==> src/rtl/la_pkg.sv <==
// Shared types and constants for the logic analyzer capture/dump engine.
package la_pkg;

    localparam int BYTE_W = 8;
    localparam int MAX_CH = 8;

    typedef enum logic [2:0] {
        S_IDLE = 3'd0,
        S_PRE  = 3'd1,
        S_POST = 3'd2,
        S_DONE = 3'd3,
        S_DRD  = 3'd4,
        S_DVLD = 3'd5
    } cap_state_t;

endpackage

==> src/rtl/la_capture_engine_if.sv <==
// Bus between the capture engine, the sample/trigger front end, the RAM queue and the host path.
interface la_capture_engine_if #(
    parameter int NUM_CH = 5,
    parameter int LOG2   = 9
);
    localparam int DW = NUM_CH * la_pkg::BYTE_W;

    logic                       wrt_smpl;
    logic [DW-1:0]              smpl_data;
    logic                       trig;
    logic                       arm;
    logic [LOG2-1:0]            trig_pos;
    logic                       dump_req;
    logic [2:0]                 dump_ch;
    logic                       dump_rdy;
    logic                       we;
    logic [LOG2-1:0]            waddr;
    logic [LOG2-1:0]            raddr;
    logic [DW-1:0]              rdata;
    logic                       triggered;
    logic                       capture_done;
    logic [la_pkg::BYTE_W-1:0]  dump_data;
    logic                       dump_vld;
    logic                       dump_last;
    logic                       busy;

    // Dump handshake: once dump_vld rises, dump_data and dump_last stay stable until a
    // cycle with dump_vld && dump_rdy, which transfers the byte; dump_rdy never feeds vld.
    modport master (
        input  wrt_smpl, smpl_data, trig, arm, trig_pos, dump_req, dump_ch, dump_rdy, rdata,
        output we, waddr, raddr, triggered, capture_done, dump_data, dump_vld, dump_last, busy
    );

    modport slave (
        output wrt_smpl, smpl_data, trig, arm, trig_pos, dump_req, dump_ch, dump_rdy, rdata,
        input  we, waddr, raddr, triggered, capture_done, dump_data, dump_vld, dump_last, busy
    );

endinterface

==> src/rtl/la_wrap_ctr.sv <==
// Modulo-ENTRIES address counter with clear, load and increment.
module la_wrap_ctr #(
    parameter int LOG2    = 9,
    parameter int ENTRIES = 384
) (
    input  logic            clk,
    input  logic            rst,
    input  logic            i_clr,
    input  logic            i_ld,
    input  logic [LOG2-1:0] i_ld_val,
    input  logic            i_inc,
    output logic [LOG2-1:0] o_cnt
);
    localparam logic [LOG2-1:0] LAST_IDX = LOG2'(ENTRIES - 1);

    logic [LOG2-1:0] r_cnt;

    always_ff @(posedge clk) begin
        if (rst || i_clr) begin
            r_cnt <= '0;
        end else if (i_ld) begin
            r_cnt <= i_ld_val;
        end else if (i_inc) begin
            r_cnt <= (r_cnt == LAST_IDX) ? '0 : r_cnt + LOG2'(1);
        end
    end

    assign o_cnt = r_cnt;

endmodule

==> src/rtl/la_capture_engine.sv <==
// Circular-buffer capture with programmable post-trigger length, and single-channel
// oldest-first dump over a valid/ready handshake.
module la_capture_engine
    import la_pkg::*;
#(
    parameter int NUM_CH  = 5,
    parameter int ENTRIES = 384,
    parameter int LOG2    = 9
) (
    input  logic                clk,
    input  logic                rst,
    la_capture_engine_if.master bus,
    output cap_state_t          o_dbg_state
);
    localparam logic [LOG2-1:0] LAST_IDX = LOG2'(ENTRIES - 1);

    cap_state_t        r_state, w_next;
    logic [LOG2-1:0]   r_tp, r_pre_cnt, r_post_cnt, r_byte_cnt;
    logic              r_armed, r_triggered, r_capture_done;
    logic [2:0]        r_dump_ch;
    logic [BYTE_W-1:0] r_dump_data;
    logic              r_dump_vld, r_dump_last;

    logic              w_we, w_trig_acc, w_post_wr, w_post_hit, w_hs, w_last_byte;
    logic              w_start_cap, w_start_dump;
    logic [LOG2-1:0]   w_tp_in, w_pre_target, w_pre_nxt, w_post_nxt, w_waddr, w_raddr;
    logic [BYTE_W-1:0] w_sel_byte;

    // A zero post-trigger count still needs the trigger sample itself stored.
    always_comb begin
        w_tp_in = bus.trig_pos;
        if (bus.trig_pos == '0) begin
            w_tp_in = LOG2'(1);
        end else if (int'(bus.trig_pos) >= ENTRIES) begin
            w_tp_in = LAST_IDX;
        end
    end

    assign w_pre_target = LOG2'(ENTRIES - int'(r_tp));
    assign w_pre_nxt    = r_pre_cnt + LOG2'(1);
    assign w_we         = bus.wrt_smpl && (r_state == S_PRE || r_state == S_POST);
    assign w_trig_acc   = (r_state == S_PRE) && r_armed && bus.wrt_smpl && bus.trig;
    assign w_post_wr    = w_trig_acc || (r_state == S_POST && w_we);
    assign w_post_nxt   = w_trig_acc ? LOG2'(1) : r_post_cnt + LOG2'(1);
    assign w_post_hit   = w_post_wr && (w_post_nxt == r_tp);
    assign w_hs         = (r_state == S_DVLD) && r_dump_vld && bus.dump_rdy;
    assign w_last_byte  = (r_byte_cnt == LAST_IDX);

    always_comb begin
        w_sel_byte = '0;
        for (int k = 0; k < NUM_CH; k++) begin
            if (r_dump_ch == 3'(k)) begin
                w_sel_byte = bus.rdata[k*BYTE_W +: BYTE_W];
            end
        end
    end

    always_ff @(posedge clk) begin
        if (rst) begin
            r_state <= S_IDLE;
        end else begin
            r_state <= w_next;
        end
    end

    always_comb begin
        w_next       = r_state;
        w_start_cap  = 1'b0;
        w_start_dump = 1'b0;
        case (r_state)
            S_IDLE: begin
                if (bus.arm) begin
                    w_next      = S_PRE;
                    w_start_cap = 1'b1;
                end
            end
            S_DONE: begin
                if (bus.arm) begin
                    w_next      = S_PRE;
                    w_start_cap = 1'b1;
                end else if (bus.dump_req) begin
                    w_next       = S_DRD;
                    w_start_dump = 1'b1;
                end
            end
            S_PRE:  if (w_trig_acc) w_next = w_post_hit ? S_DONE : S_POST;
            S_POST: if (w_post_hit) w_next = S_DONE;
            S_DRD:  w_next = S_DVLD;
            S_DVLD: if (w_hs) w_next = w_last_byte ? S_DONE : S_DRD;
            default: w_next = S_IDLE;
        endcase
    end

    always_ff @(posedge clk) begin
        if (rst) begin
            r_tp           <= '0;
            r_pre_cnt      <= '0;
            r_post_cnt     <= '0;
            r_armed        <= 1'b0;
            r_triggered    <= 1'b0;
            r_capture_done <= 1'b0;
            r_dump_ch      <= '0;
            r_byte_cnt     <= '0;
            r_dump_data    <= '0;
            r_dump_vld     <= 1'b0;
            r_dump_last    <= 1'b0;
        end else begin
            if (w_start_cap) begin
                r_tp           <= w_tp_in;
                r_pre_cnt      <= '0;
                r_post_cnt     <= '0;
                r_armed        <= 1'b0;
                r_triggered    <= 1'b0;
                r_capture_done <= 1'b0;
            end
            // pre_cnt stops once armed, so it saturates at the pre-fill target
            if (r_state == S_PRE && w_we && !r_armed) begin
                r_pre_cnt <= w_pre_nxt;
                r_armed   <= (w_pre_nxt == w_pre_target);
            end
            if (w_trig_acc) r_triggered <= 1'b1;
            if (w_post_wr) r_post_cnt <= w_post_nxt;
            if (w_post_hit) r_capture_done <= 1'b1;
            if (w_start_dump) begin
                r_dump_ch  <= bus.dump_ch;
                r_byte_cnt <= '0;
            end
            // rdata is valid in the first DVLD cycle; capture it once and hold under backpressure
            if (r_state == S_DVLD && !r_dump_vld) begin
                r_dump_data <= w_sel_byte;
                r_dump_vld  <= 1'b1;
                r_dump_last <= w_last_byte;
            end else if (w_hs) begin
                r_dump_vld  <= 1'b0;
                r_dump_last <= 1'b0;
                r_byte_cnt  <= r_byte_cnt + LOG2'(1);
            end
        end
    end

    la_wrap_ctr #(.LOG2(LOG2), .ENTRIES(ENTRIES)) u_waddr (
        .clk      (clk),
        .rst      (rst),
        .i_clr    (w_start_cap),
        .i_ld     (1'b0),
        .i_ld_val ('0),
        .i_inc    (w_we),
        .o_cnt    (w_waddr)
    );

    // At DONE the write pointer sits on the oldest entry, which is where a dump starts.
    la_wrap_ctr #(.LOG2(LOG2), .ENTRIES(ENTRIES)) u_raddr (
        .clk      (clk),
        .rst      (rst),
        .i_clr    (1'b0),
        .i_ld     (w_start_dump),
        .i_ld_val (w_waddr),
        .i_inc    (w_hs && !w_last_byte),
        .o_cnt    (w_raddr)
    );

    assign bus.we           = w_we;
    assign bus.waddr        = w_waddr;
    assign bus.raddr        = w_raddr;
    assign bus.triggered    = r_triggered;
    assign bus.capture_done = r_capture_done;
    assign bus.dump_data    = r_dump_data;
    assign bus.dump_vld     = r_dump_vld;
    assign bus.dump_last    = r_dump_last;
    assign bus.busy         = (r_state == S_PRE) || (r_state == S_POST) ||
                              (r_state == S_DRD) || (r_state == S_DVLD);
    assign o_dbg_state      = r_state;

endmodule
==> src/flat_wrapper.sv <==
// flat-port wrapper written by rule: the top's interface ports become plain ports
module la_capture_engine_flat import la_pkg::*;
#(
    parameter int NUM_CH  = 5,
    parameter int ENTRIES = 384,
    parameter int LOG2    = 9
)
  (clk, rst, o_dbg_state, bus_wrt_smpl, bus_smpl_data, bus_trig, bus_arm, bus_trig_pos, bus_dump_req, bus_dump_ch, bus_dump_rdy, bus_rdata, bus_we, bus_waddr, bus_raddr, bus_triggered, bus_capture_done, bus_dump_data, bus_dump_vld, bus_dump_last, bus_busy);
  la_capture_engine_if #(.NUM_CH(NUM_CH), .LOG2(LOG2)) bus_i ();
  input  logic clk;
  input  logic rst;
  output cap_state_t o_dbg_state;
  input wire logic [$bits(bus_i.wrt_smpl)-1:0] bus_wrt_smpl;
  input wire logic [$bits(bus_i.smpl_data)-1:0] bus_smpl_data;
  input wire logic [$bits(bus_i.trig)-1:0] bus_trig;
  input wire logic [$bits(bus_i.arm)-1:0] bus_arm;
  input wire logic [$bits(bus_i.trig_pos)-1:0] bus_trig_pos;
  input wire logic [$bits(bus_i.dump_req)-1:0] bus_dump_req;
  input wire logic [$bits(bus_i.dump_ch)-1:0] bus_dump_ch;
  input wire logic [$bits(bus_i.dump_rdy)-1:0] bus_dump_rdy;
  input wire logic [$bits(bus_i.rdata)-1:0] bus_rdata;
  output wire logic [$bits(bus_i.we)-1:0] bus_we;
  output wire logic [$bits(bus_i.waddr)-1:0] bus_waddr;
  output wire logic [$bits(bus_i.raddr)-1:0] bus_raddr;
  output wire logic [$bits(bus_i.triggered)-1:0] bus_triggered;
  output wire logic [$bits(bus_i.capture_done)-1:0] bus_capture_done;
  output wire logic [$bits(bus_i.dump_data)-1:0] bus_dump_data;
  output wire logic [$bits(bus_i.dump_vld)-1:0] bus_dump_vld;
  output wire logic [$bits(bus_i.dump_last)-1:0] bus_dump_last;
  output wire logic [$bits(bus_i.busy)-1:0] bus_busy;
  assign bus_i.wrt_smpl = bus_wrt_smpl;
  assign bus_i.smpl_data = bus_smpl_data;
  assign bus_i.trig = bus_trig;
  assign bus_i.arm = bus_arm;
  assign bus_i.trig_pos = bus_trig_pos;
  assign bus_i.dump_req = bus_dump_req;
  assign bus_i.dump_ch = bus_dump_ch;
  assign bus_i.dump_rdy = bus_dump_rdy;
  assign bus_i.rdata = bus_rdata;
  assign bus_we = bus_i.we;
  assign bus_waddr = bus_i.waddr;
  assign bus_raddr = bus_i.raddr;
  assign bus_triggered = bus_i.triggered;
  assign bus_capture_done = bus_i.capture_done;
  assign bus_dump_data = bus_i.dump_data;
  assign bus_dump_vld = bus_i.dump_vld;
  assign bus_dump_last = bus_i.dump_last;
  assign bus_busy = bus_i.busy;
  la_capture_engine #(.NUM_CH(NUM_CH), .ENTRIES(ENTRIES), .LOG2(LOG2)) u_core (.clk(clk), .rst(rst), .bus(bus_i), .o_dbg_state(o_dbg_state));
endmodule
==> config.mk <==
export PLATFORM = sky130hd
export DESIGN_NAME = la_capture_engine_flat
export DESIGN_NICKNAME = d
export VERILOG_FILES = /design/src/rtl/la_pkg.sv /design/src/rtl/la_capture_engine_if.sv /design/src/rtl/la_wrap_ctr.sv /design/src/rtl/la_capture_engine.sv /design/src/flat_wrapper.sv
export SDC_FILE = /design/constraint.sdc
export NUM_CORES = 1
export LEC_CHECK = 0
export CAP_MARGIN = 10
export CORE_MARGIN = 2
export CORE_UTILIZATION = 48
export CTS_BUF_LIST = sky130_fd_sc_hd__clkbuf_8
export DETAILED_ROUTE_END_ITERATION = 7
export GPL_ROUTABILITY_DRIVEN = 0
export PLACE_DENSITY = 0.86
export SYNTH_ARGS = -nofsm -noshare
export SYNTH_HDL_FRONTEND = slang
export SYNTH_SLANG_ARGS = --single-unit
export TNS_END_PERCENT = 30
==> constraint.sdc <==
create_clock -name clk -period 2.48 [get_ports clk]
set_clock_uncertainty 0.2 [all_clocks]
set_input_delay 0.496 -clock clk [delete_from_list [all_inputs] [get_ports clk]]
set_output_delay 0.496 -clock clk [all_outputs]
set_load 0.005 [all_outputs]
# Word level (Yosys, flattened, before mapping)
# Index checks and enable logic that the tools add are counted.
totals:
  reg_bits: 73
  input_bits: 99
  out_inout_bits: 35
  wordCells: 110
classes:
  addsub: 6
  n_lt_le_gt_ge: 1
  eq_ne: 19
  mux: 39
  n_reduce_logical: 31
op_table:
  columns: ["cell", "n"]
  rows:
  - ["2-to-1 mux 9 bit", 13]
  - ["adder 9 x 1 -> 9 bit (second input constant)", 5]
  - ["2-to-1 mux 8 bit", 5]
  - ["== test 9 bit (second input constant)", 3]
  - ["2-to-1 mux 3 bit", 7]
  - ["== test 9 bit", 2]
  - ["one-hot mux 3 bit (6 select lines)", 1]
  - ["2-to-1 mux 1 bit", 13]
  - ["== test 3 x 2 -> 1 bit (second input constant)", 4]
  - ["logical AND 1 bit", 12]
  - ["nonzero test 2 bit", 6]
  - ["== test 3 bit (second input constant)", 3]
  - ["greater-or-equal comparator 9 bit (second input constant)", 1]
  - ["zero test 9 bit", 1]
  - ["subtractor 9 bit (first input constant)", 1]
  - ["== test 3 x 1 -> 1 bit (second input constant)", 2]
  - ["zero test 3 bit", 2]
  - ["!= test 2 x 1 -> 1 bit (second input constant)", 3]
  - ["logical OR 1 bit", 5]
  - ["AND reduction 5 bit", 1]
  - ["zero test 1 bit", 3]
  - ["!= test 3 bit (second input constant)", 1]
  - ["!= test 2 bit (second input constant)", 1]
  - ["OR reduction 2 bit", 1]

# Logic depth before layout (Yosys ltp)
depth:
  word_depth: 10
  depth_mapped: 8
  ltp_nobuf: 8

# Hierarchy
# Synthesis repeated with hierarchy kept, for this count alone.
unflattened:
  hier_cells: 566
  hier_area_um2: 4468.0
by_module_without_submodules:
  columns: ["mod", "instances", "cells_each", "area_per_inst_um2", "seq_area_each_um2"]
  rows:
  - ["la_capture_engine", 1, 436, 3404.5, 1101.1]
  - ["la_wrap_ctr", 2, 65, 531.8, 180.2]

# Worst setup path before layout
# No wires, ideal clock.
synth_path:
  path_type: "register to register"
  startpoint: "register u_core.r_post_cnt[4]"
  endpoint: "register u_core.r_state[0] (netlist: u_core.o_dbg_state[0])"
  setup_ps: 134
  arrival_time_ps: 1678
  t_required_ps: 2146
  path_slack_ps: 469
  stages_incl_launch_ff: 8
  path_buffers: 1
  period_less_slack_ps: 2011
  cell_sequence: "dfxtp_1 -> clkbuf_1 -> nand2_1 -> or3_1 -> or3_1 -> a31o_2 -> nand4_1 -> o22ai_1"
synth_between:
  elab_chain_len: 7
  elab_cells_between_ends: 9
  classes_between: "add/sub (1); eq/ne (2); mux (4); reduce/logical (2)"
synth_rtl:
  columns: ["element", "line_no", "rtl"]
  rows:
  - ["from (decl)", "la_capture_engine.sv:18", "logic [LOG2-1:0] r_tp, r_pre_cnt, r_post_cnt, r_byte_cnt;"]
  - ["from (signal assigned)", "la_capture_engine.sv:122", "if (w_post_wr) r_post_cnt <= w_post_nxt;"]
  - ["adder 9 x 1 -> 9 bit *", "la_capture_engine.sv:44", "assign w_post_nxt = w_trig_acc ? LOG2'(1) : r_post_cnt + LOG2'(1);"]
  - ["2-to-1 mux 9 bit *", "la_capture_engine.sv:44", null]
  - ["== test 9 bit *", "la_capture_engine.sv:45", "assign w_post_hit = w_post_wr && (w_post_nxt == r_tp);"]
  - ["logical AND 1 bit *", "la_capture_engine.sv:45", null]
  - ["2-to-1 mux 1 bit", "la_capture_engine.sv:86", "S_PRE: if (w_trig_acc) w_next = w_post_hit ? S_DONE : S_POST;"]
  - ["2-to-1 mux 3 bit", "la_capture_engine.sv:86", null]
  - ["one-hot mux 3 bit (6 select lines)", "la_capture_engine.sv:70", "case (r_state)"]
  - ["to (signal assigned)", "la_capture_engine.sv:62", "r_state <= w_next;"]
  - ["to (decl)", "la_capture_engine.sv:17", "cap_state_t r_state, w_next;"]
# Every way passes the cells marked *; elsewhere a longest branch is shown, timed or not. The select of a mux whose other input is x is not followed.
# A chain may end at the register's enable or synchronous reset.

# Worst setup path after layout
layout_path:
  startpoint: "register u_core.r_state[1] (netlist: u_core.o_dbg_state[1])"
  endpoint: "output bus_busy"
layout_between:
  elab_chain_len: 4
  elab_cells_between_ends: 7
  classes_between: "eq/ne (4); reduce/logical (3)"
layout_rtl:
  columns: ["element", "line_no", "rtl"]
  rows:
  - ["== test 3 x 1 -> 1 bit / == test 3 x 2 -> 1 bit (equally long branches)", "la_capture_engine.sv:170", "assign bus.busy = (r_state == S_PRE) || (r_state == S_POST) ||"]
  - ["logical OR 1 bit (2 in series)", "la_capture_engine.sv:170", null]
  - ["logical OR 1 bit *", "la_capture_engine.sv:171", "(r_state == S_DRD) || (r_state == S_DVLD);"]
  - ["to (decl)", "flat_wrapper.sv:30", "output wire logic [$bits(bus_i.busy)-1:0] bus_busy;"]
# Every way passes the cells marked *; elsewhere a longest branch is shown, timed or not.

==> metrics.cfg <==
[timing]
worst_pin_slew_ns=0.814
fin_crit_sh_pct=97.1
layout_setup_ws_ns=0.0724
hold_viol_final=0
fin_crit_ns=2.41
timing.fmax_mhz=415
setup_repair_after_global_routing_missed_its_margin=no
fin_setup_tns_ns=0
slew_violations=0
report.final.setup_viol=0
slew-limit-headroom_pct=45.3

[clock_tree]
postCtsHoldBufs=0
count_of_buffers_added_by_post_cts_timing_repair_for_setup=0
clkTransAtPathRegs_ns=0.07
htreeDepth=3
tritoncts=built
clock_tree.buffer_depth=2
cts_made_buffers=9
cts_resized=2
number_of_clock_sinks=73
clock_tree_root_driver_cell=sky130_fd_sc_hd__clkbuf_8
clk-insertion-delay-late_ns=0.36

[layout]
fill_cells=694
fin_nets=734
multi_input_comb_area_mm2=0.00261
storage_element_area_mm2=0.00146
post_route_cells_drive_above_1_share_pct=9.79
num_antenna_cells=0
area_growth_pct=32.0

[critical_path]
reg2reg_to=u_core.o_dbg_state[0]
cp-start-kind=register
worst_setup_path_startpoint=u_core.o_dbg_state[1]
timing.reg2reg.setup_slack_ns=0.23
worstSetupEndpointType=output pin
worst_reg_to_reg_cells=6
worst-endpoint-arrival_ns=1.71
worst_setup_path_endpoint=bus_busy
worst-endpoint-required_ns=1.78
critical_path_peak_fanout=15
reg2reg_from=u_core.r_post_cnt[0]
category_of_the_critical_setup_timing_path=register to output pin

[routing]
route.final.wire_length_um=11300
wire_per_inst_um=15.2
drt_drc_violations_left=0
postRouteAntennaNets=0
vias=4263
first_drt_iteration_drcs=164
via_per_inst=5.75
first_pass_iters=4

[logic_synthesis]
synthFlopType=sky130_fd_sc_hd__dfxtp_1
post_synthesis_instance_area_mm2=0.00422
netlist-cell-type-count=59
post-synth-top-area-fraction_pct=34.6
syn-num-nets=631
synth.ff_latch_count=73
synthesis.area_per_instance_um2=8.03
synth_most_common_cell=sky130_fd_sc_hd__dfxtp_1
synth.yosys.warnings=0
synth_common_cells=sky130_fd_sc_hd__dfxtp_1, sky130_fd_sc_hd__nor2_1, sky130_fd_sc_hd__nand2_1
proportion_of_register_bits_with_asynchronous_set_or_reset_after_synthesis_pct=0
count_of_mapped_cells_out_of_synthesis=526
synth-edff-count=0
synth.area.top_cells=sky130_fd_sc_hd__dfxtp_1, sky130_fd_sc_hd__xnor2_1, sky130_fd_sc_hd__nor2_1, sky130_fd_sc_hd__a21oi_1, sky130_fd_sc_hd__mux4_2
synth.yosys.seq_area_share_pct=34.6
yosys.area.top_type=sky130_fd_sc_hd__dfxtp_1

[power_and_ir_drop]
power.combinational.fraction_pct=22.9
p_leak_nw=1.93
powerDensity_mw_per_mm2=507
p_sw_share_pct=29.3
pwr-share-clk_pct=32.2
cellInternalPower_w=0.00200
vdd_drop_max_uv=253
p_seq_share_pct=45.0
power.switching_w=0.000827

[floorplan]
fp.dieH_um=97.8
core_mm2=0.00864
design.die.area_mm2=0.00956
core_rows=34
fp.dieW_um=97.8
ios=134
effective_utilization_at_floorplan_pct=48.9

[place]
portBuffers=93
dp_worst_setup_slack_ns=-0.220
hpwlAfterDp_um=8440

[job]
drv.max_cap_violation_count=0

[global_route]
grt_first_pass_wirelength_um=18600
grt_max_degree=32
grt_antenna_before_repair=0
grt_residual_overflow=0
first_global_vias=4033
gr-usage-all-layers_pct=23.6

[outcome]
run_status=finished, final reports clean

[worst_hold_path]
hold_class=register to register

==> power groups by stage <==
stage               Clock, W  Combinational, W  Sequential, W
finish              0.000910          0.000646        0.00127
CTS                 0.000919          0.000638        0.00127
detailed placement         0          0.000632        0.00129
floorplan                  0          0.000397        0.00126
global placement           0          0.000617        0.00129
global route        0.000973          0.000705        0.00128
==> cell type report <==
class / count / area share [%]
tap: 108 / 2.42
timing repair buffer: 121 / 20.4
inverter: 12 / 0.808
multi-input combinational: 412 / 46.9
sequential: 73 / 26.2
clock buffer: 9 / 2.22
clock inverter: 6 / 1.08
==> critical path, stage by stage, from the launching register on <==
cell	delay [ns]
sky130_fd_sc_hd__dfxtp_1	0.42
sky130_fd_sc_hd__buf_4	0.23
sky130_fd_sc_hd__xnor2_2	0.16
sky130_fd_sc_hd__clkdlybuf4s50_1	0.55
==> cell usage in the layout, fill, tap and decap left out, types with 11 or more instances in the layout <==
master | Yosys | final
sky130_fd_sc_hd__o21ai_0 | 31 | 31
sky130_fd_sc_hd__a21oi_1 | 39 | 39
sky130_fd_sc_hd__inv_1 | 11 | 11
sky130_fd_sc_hd__a22oi_1 | 14 | 14
sky130_fd_sc_hd__buf_4 | 0 | 28
sky130_fd_sc_hd__clkdlybuf4s50_1 | 0 | 91
sky130_fd_sc_hd__nor2_1 | 67 | 67
sky130_fd_sc_hd__xor2_1 | 12 | 12
sky130_fd_sc_hd__nand3_1 | 21 | 21
sky130_fd_sc_hd__dfxtp_1 | 73 | 72
sky130_fd_sc_hd__xnor2_1 | 34 | 33
sky130_fd_sc_hd__a211oi_1 | 13 | 13
sky130_fd_sc_hd__nor3_1 | 16 | 16
sky130_fd_sc_hd__nand2_1 | 44 | 44
==> cell families after synthesis <==
logic type	share of synthesized area, %
AOI/OAI and AO/OA	18.1
xor gates and xnor gates	9.54
adders and majority gates	1.78
buffers and inverters	3.73
DFF	34.6
muxes	5.75
and+or+nand+nor	26.5
==> sequential cells by signal, indices dropped and copies added (netlist names), 3 cells and up <==
signal	count
u_core.o_dbg_state	3
u_core.r_post_cnt	9
u_core.r_dump_ch	3
u_core.u_waddr.o_cnt	9
u_core.u_raddr.o_cnt	9
u_core.r_pre_cnt	9
u_core.r_byte_cnt	9
u_core.r_tp	9
u_core.bus.dump_data	8
==> layer usage <==
metal / share of wire (%) / wire [µm] / track usage (%) / up-vias
li1: - / - / - / 2091
met1: 43 / 4800 / 29.8 / 1992
met3: 6.9 / 776 / 4.72 / 17
met5: 0 / 0 / 0 / -
met2: 49 / 5520 / 40.3 / 163
met4: 1.4 / 157 / 8.55 / 0
==> how the worst min path moves through the flow <==
stage / from / endpoint / slack (ns) / cells after the start
after detailed placement: u_core.r_dump_ch[2] / u_core.r_dump_ch[2] / 0.27 / 2
after CTS: u_core.r_dump_ch[2] / u_core.r_dump_ch[2] / 0.28 / 2
after floorplan: u_core.r_dump_ch[2] / u_core.r_dump_ch[2] / 0.24 / 2
after global placement: u_core.r_dump_ch[2] / u_core.r_dump_ch[2] / 0.25 / 2
final: u_core.r_dump_ch[2] / u_core.r_dump_ch[2] / 0.27 / 2
after global routing: u_core.r_dump_ch[2] / u_core.r_dump_ch[2] / 0.31 / 2
==> metrics by stage <==
stage               utilization, %  total power (W)  cells  cell area (µm²)  hold slack [ns]
floorplan                        -          0.00166    526             4220            0.240
global placement              62.3          0.00191    726             5380            0.250
detailed placement            62.3          0.00193    726             5380            0.266
CTS                           64.4          0.00283    741             5570            0.276
global route                  64.5          0.00295    741             5570            0.309
finish                        64.5          0.00283    741             5570            0.272
(Power assumes the default switching activity.)
